**config.mk**
```make
export PLATFORM = sky130hd
export DESIGN_NAME = twofour_counter
export DESIGN_NICKNAME = d
export VERILOG_FILES = /design/src/rtl/twofour_counter_pkg.sv /design/src/rtl/twofour_counter.sv
export SDC_FILE = /design/constraint.sdc
export NUM_CORES = 1
export LEC_CHECK = 0
export BUFFER_PORTS_ARGS = -buffer_cell sky130_fd_sc_hd__buf_2
export CAP_MARGIN = 25
export CELL_PAD_IN_SITES_DETAIL_PLACEMENT = 2
export CELL_PAD_IN_SITES_GLOBAL_PLACEMENT = 2
export CORE_ASPECT_RATIO = 0.75
export CORE_MARGIN = 2
export CORE_UTILIZATION = 27
export CTS_CLUSTER_DIAMETER = 200
export DETAILED_ROUTE_END_ITERATION = 7
export GPL_TIMING_DRIVEN = 0
export PLACE_DENSITY = 0.8
export SLEW_MARGIN = 20
export SYNTH_ARGS = -nofsm -noshare
export SYNTH_HDL_FRONTEND = slang
export SYNTH_SLANG_ARGS = --single-unit
```
**constraint.sdc**
```tcl
create_clock -name clk -period 1.5 [get_ports clk]
set_input_delay 0.375 -clock clk [delete_from_list [all_inputs] [get_ports clk]]
set_output_delay 0.375 -clock clk [all_outputs]
set_load 0.03 [all_outputs]
```
**src/rtl/twofour_counter_pkg.sv**
```systemverilog
// Shared definitions for the twofour_counter timebase.
// CNT_WIDTH matches the 24-bit CPU data width of the SoC and is the
// default counter width.
package twofour_counter_pkg;

  localparam int CNT_WIDTH = 24;

endpackage : twofour_counter_pkg

```
**src/rtl/twofour_counter.sv**
```systemverilog
// twofour_counter: free-running up-counter with a programmable terminal value.
// Counts 0,1,...,given_value and then wraps to 0. The terminal value is
// compared for equality only, so lowering it below the current count lets
// the counter run on to all-ones and wrap naturally (no early clear).
// count is driven straight from a register; given_value only feeds the
// next-state logic.
module twofour_counter
  import twofour_counter_pkg::*;
#(
  parameter int WIDTH = CNT_WIDTH
) (
  input  logic             clk,
  input  logic             rst,
  input  logic [WIDTH-1:0] given_value,
  output logic [WIDTH-1:0] count
);

  localparam logic [WIDTH-1:0] CNT_ZERO = {WIDTH{1'b0}};
  localparam logic [WIDTH-1:0] CNT_ONE  = {{(WIDTH-1){1'b0}}, 1'b1};

  logic [WIDTH-1:0] count_r;
  logic [WIDTH-1:0] count_next_s;
  logic             at_terminal_s;

  // Next-count logic: clear on an exact terminal match, otherwise increment
  // with natural modulo-2^WIDTH wrap.
  always_comb begin
    at_terminal_s = 1'b0;
    count_next_s  = CNT_ZERO;
    if (count_r == given_value) begin
      at_terminal_s = 1'b1;
      count_next_s  = CNT_ZERO;
    end else begin
      at_terminal_s = 1'b0;
      count_next_s  = count_r + CNT_ONE;
    end
  end

  // Count register: asynchronous clear, so even a sub-cycle rst pulse zeroes it.
  always_ff @(posedge clk or posedge rst) begin
    if (rst) begin
      count_r <= CNT_ZERO;
    end else begin
      count_r <= count_next_s;
    end
  end

  assign count = count_r;

endmodule : twofour_counter

```
After elaboration in Yosys (flattened, before gate mapping)
Cells that the tools add are included.
{"block": "word_totals", "reg_bits": 24, "input_bits": 26, "output_inout_bits": 24, "elab_cells": 4}
{"block": "classes", "add_sub_neg": 1, "eq_ne": 1, "n_mux": 1}
{"cell": "$add A24 B1 Y24 const B", "n": 1}
{"cell": "$eq A24 B24 Y1", "n": 1}
{"cell": "$mux W24", "n": 1}

Logic depth before layout (Yosys ltp)
{"block": "depth", "depth_word": 2, "ltp_mapped": 6, "mapped_depth_nobuf": 5}

Worst setup path after synthesis
No wires, ideal clock.
{"block": "synth_timing", "path_kind": "register to register", "startpoint": "register count_r[7] (netlist: count[7])", "endpoint": "register count_r[17] (netlist: count[17])", "setup_ns": 0.139, "arrival_ns": 1.763, "required_time_ns": 1.361, "path_slack_ns": -0.401, "path_stages_with_launch": 7, "n_path_buf": 2, "synth_period_minus_slack_ns": 1.901, "path_cell_list": "dfrtp_1 > buf_2 > xnor2_1 > nand4_1 > nor4_2 > buf_2 > a22oi_1"}
{"block": "synth_via", "elab_chain_len": 2, "elab_cells_between_ends": 3, "cone_classes": "add/sub: 1; eq/ne: 1; mux: 1"}
{"element": "start: declaration", "line": "twofour_counter.sv:21", "source": "logic [WIDTH-1:0] count_r;"}
{"element": "start signal: assignment", "line": "twofour_counter.sv:44", "source": "count_r <= count_next_s;"}
{"element": "$add A24 B1 Y24 or $eq A24 B24 Y1 (tied branches)", "line": "twofour_counter.sv:35, twofour_counter.sv:30"}
{"element": "$mux W24 (*)", "line": "twofour_counter.sv:30", "source": "if (count_r == given_value) begin"}
{"element": "via count_next_s[17]", "line": "twofour_counter.sv:22", "source": "logic [WIDTH-1:0] count_next_s;"}
Mark *: on every way through the listed nets, which the timed path passes. The rest lies on a longest branch.

Worst setup path in the final report
{"block": "layout_timing", "startpoint": "register count_r[3] (netlist: count[3])", "endpoint": "register count_r[22] (netlist: count[22])"}
The elaborated chain is that of the path after synthesis.

==> flow_metrics.tcl <==
set metrics [dict create \
    ys_seq_area_share_pct 38.7 \
    multiInputGateArea_um2 1120 \
    diodes 0 \
    synthCells 158 \
    required_ns 1.66 \
    core_area_um2 5440 \
    syn_area_um2 1550 \
    area_growth_pct 63.8 \
    fillCellCount 565 \
    cts_tree "done" \
    cts_num_sinks 24 \
    drc_errors 0 \
    finalWirelength_um 7160 \
    r2r_slack_ns -0.30 \
    min_period_over_period_pct 120 \
    root_buffer "clkbuf_8" \
    clkTransAtPathRegs_ns 0.10 \
    layout_common_cells "48 x buf_2, 32 x buf_4, 20 x dfrtp_2" \
    synthesis.nets 185 \
    seq_area_um2 626 \
    start_kind "flip-flop" \
    path_class "reg2reg" \
    clockBufferDepth 2 \
    p_leak_uw 0.00103 \
    final_max_slew_viol_count 0 \
    row_count 23 \
    cts_made_buffers 3 \
    place_area_um2 2020 \
    synth_area_per_cell_um2 9.82 \
    gr-usage-all-layers_pct 22.9 \
    clk_latency_ns 0.28 \
    grt_max_degree 25 \
    worst_r2r_path_depth 6 \
    rsz0062_at_grt "true" \
    fin_area_um2 2540 \
    hold_class "in2async" \
    yosysWarnings 0 \
    finalSetupViolCount 24 \
    ir_worst_vdd_uv 306 \
    status "complete, but fails checks" \
    synth_seq_cells 24 \
    ant_nets 0 \
    grt_pass1_vias 1820 \
    r2r-start "count[3]$_DFF_PP0_" \
    antenna_found_initial 0 \
    portBuffers 49 \
    dieArea_um2 6380 \
    grt_pass1_wl_um 11200 \
    maxCapViolCount 0 \
    cts_max_level 1 \
    via_count 1676 \
    layout.nets 272 \
    finalWorstSetupSlack_ns -0.301 \
    crit_fanout 5 \
    netSwitchingFraction_pct 24.7 \
    pwr-share-clk_pct 38.6 \
    place_congestion 0.738 \
    finalHoldViolCount 0 \
    fin_crit_ns 1.80 \
    seqPwrFrac_pct 51.8 \
    slew_headroom_pct 68.2 \
    dieWidth_um 91.5 \
    viasPerCell 5.25 \
    finalClockSkew_ns 0.00218 \
    start_util_pct 28.5 \
    p_sw_uw 308 \
    synth.distinct_cells 28 \
    power.density_nw_per_um2 491 \
    fmax_mhz 555 \
    drtIter0Drc 27 \
    stdcell_count 319 \
    layout_commonest_cell "buf_2" \
    r2r_end "count[22]$_DFF_PP0_" \
    worst_pin_slew_ns 0.477 \
    violations "setup timing" \
    drtPass1Iterations 5 \
    placed_cells 282 \
    comb_power_share_pct 9.6 \
    drive_above_1_share_pct 66.0 \
    largest_register_ffs 24 \
    io_pins 50 \
    endpoint_kind "flip-flop" \
    grt_overflow_total 0 \
    internal_power_uw 941 \
    critPathArrivalTime_ns 1.96 \
    wl_per_cell_um 22.5 \
    die_h_um 69.7 \
    dpl.hpwl_um 4010 \
]
## power by group through the flow
stage	Combinational (uW)	Sequential [uW]	Clock (uW)
CTS	108	647	473
finish	119	647	482
detailed placement	97.5	660	0
global placement	94.5	660	0
global route	130	647	517
floorplan	44.0	660	0
## layout make-up
class / count / share of cell area [%]
clock buffers: 4 / 2.17
repair buffers: 85 / 21.6
well taps: 75 / 3.69
inverters: 1 / 0.148
plain buffers: 8 / 3.69
flip-flops and latches: 24 / 24.6
multi-input cells: 122 / 44.1
## stage by stage
| step | TNS [ns] | power, uW | setup slack (ns) | util (%) | hold slack, ns |
|---|---|---|---|---|---|
| after floorplan | -3.40 | 704 | -0.173 | - | 0.388 |
| after global placement | -10.37 | 754 | -0.488 | 37.1 | 0.496 |
| final | -5.96 | 1250 | -0.301 | 46.7 | 0.0940 |
| after detailed placement | -10.08 | 757 | -0.475 | 37.1 | 0.517 |
| after global routing | -7.44 | 1290 | -0.367 | 46.7 | 0.130 |
| after CTS | -2.37 | 1230 | -0.162 | 45.7 | 0.345 |
## critical path: stages, from the launching register on
cell and delay (ns):
dfrtp_2 0.48, xnor2_4 0.20, nand4_1 0.25, nor4_4 0.33, buf_4 0.21, buf_6 0.14
a22oi_2 0.08
## Yosys cell counts, drive strengths merged
cell type	number	area (um2)
a21boi	1	7.51
a21oi	12	60.1
a22oi	8	60.1
a2bb2oi	3	26.3
and2	4	25.0
and3	3	18.8
and4	3	26.3
buf	6	36.3
clkbuf	5	18.8
dfrtp	24	601
ha	1	12.5
inv	1	3.75
nand2	6	25.0
nand3	8	40.0
nand4	14	118
nor2	1	3.75
nor3	3	15.0
nor4	1	12.5
o21a	3	22.5
o21ai	2	10.0
o31ai	6	45.0
or3	2	12.5
or4	6	45.0
xnor2	26	228
xor2	9	78.8
## logic make-up (layout without fill, tap and decap cells)
group	count (synthesis)	in the layout	share of synthesized area, %
DFF	24	24	38.7
and+or+nand+nor	51	51	22.0
xor gates and xnor gates	35	35	19.8
AOI/OAI and AO/OA	35	35	14.9
buffers and inverters	12	98	3.79
adders and majority gates	1	1	0.806
## what timing repair did
action,CTS,global route
pin swaps,16,4
setup endpoints to repair,24,25
cloned,2,0
resized for setup,39,10
hold buffers,0,0
endpoints found under the hold margin,0,0
buffers inserted,33,2
## worst max path at each step
| stage | startpoint | endpoint | cells past startpoint |
|---|---|---|---|
| floorplan | count[3]$_DFF_PP0_ | count[20]$_DFF_PP0_ | 5 |
| global placement | given_value[3] | count[18]$_DFF_PP0_ | 6 |
| detailed placement | count[3]$_DFF_PP0_ | count[17]$_DFF_PP0_ | 5 |
| CTS | count[5]$_DFF_PP0_ | count[21]$_DFF_PP0_ | 5 |
| global route | count[3]$_DFF_PP0_ | count[17]$_DFF_PP0_ | 6 |
| finish | count[3]$_DFF_PP0_ | count[22]$_DFF_PP0_ | 6 |
## routing by layer
metal  vias up  share of wire, %  global-route usage (%)
met5         -                 0                       0
met4         0              0.91                    4.04
met3         8               3.4                    3.04
met2        52                50                    38.9
met1       859                46                    31.5
li1        757                 -                       -
(Power assumes the default switching activity.)
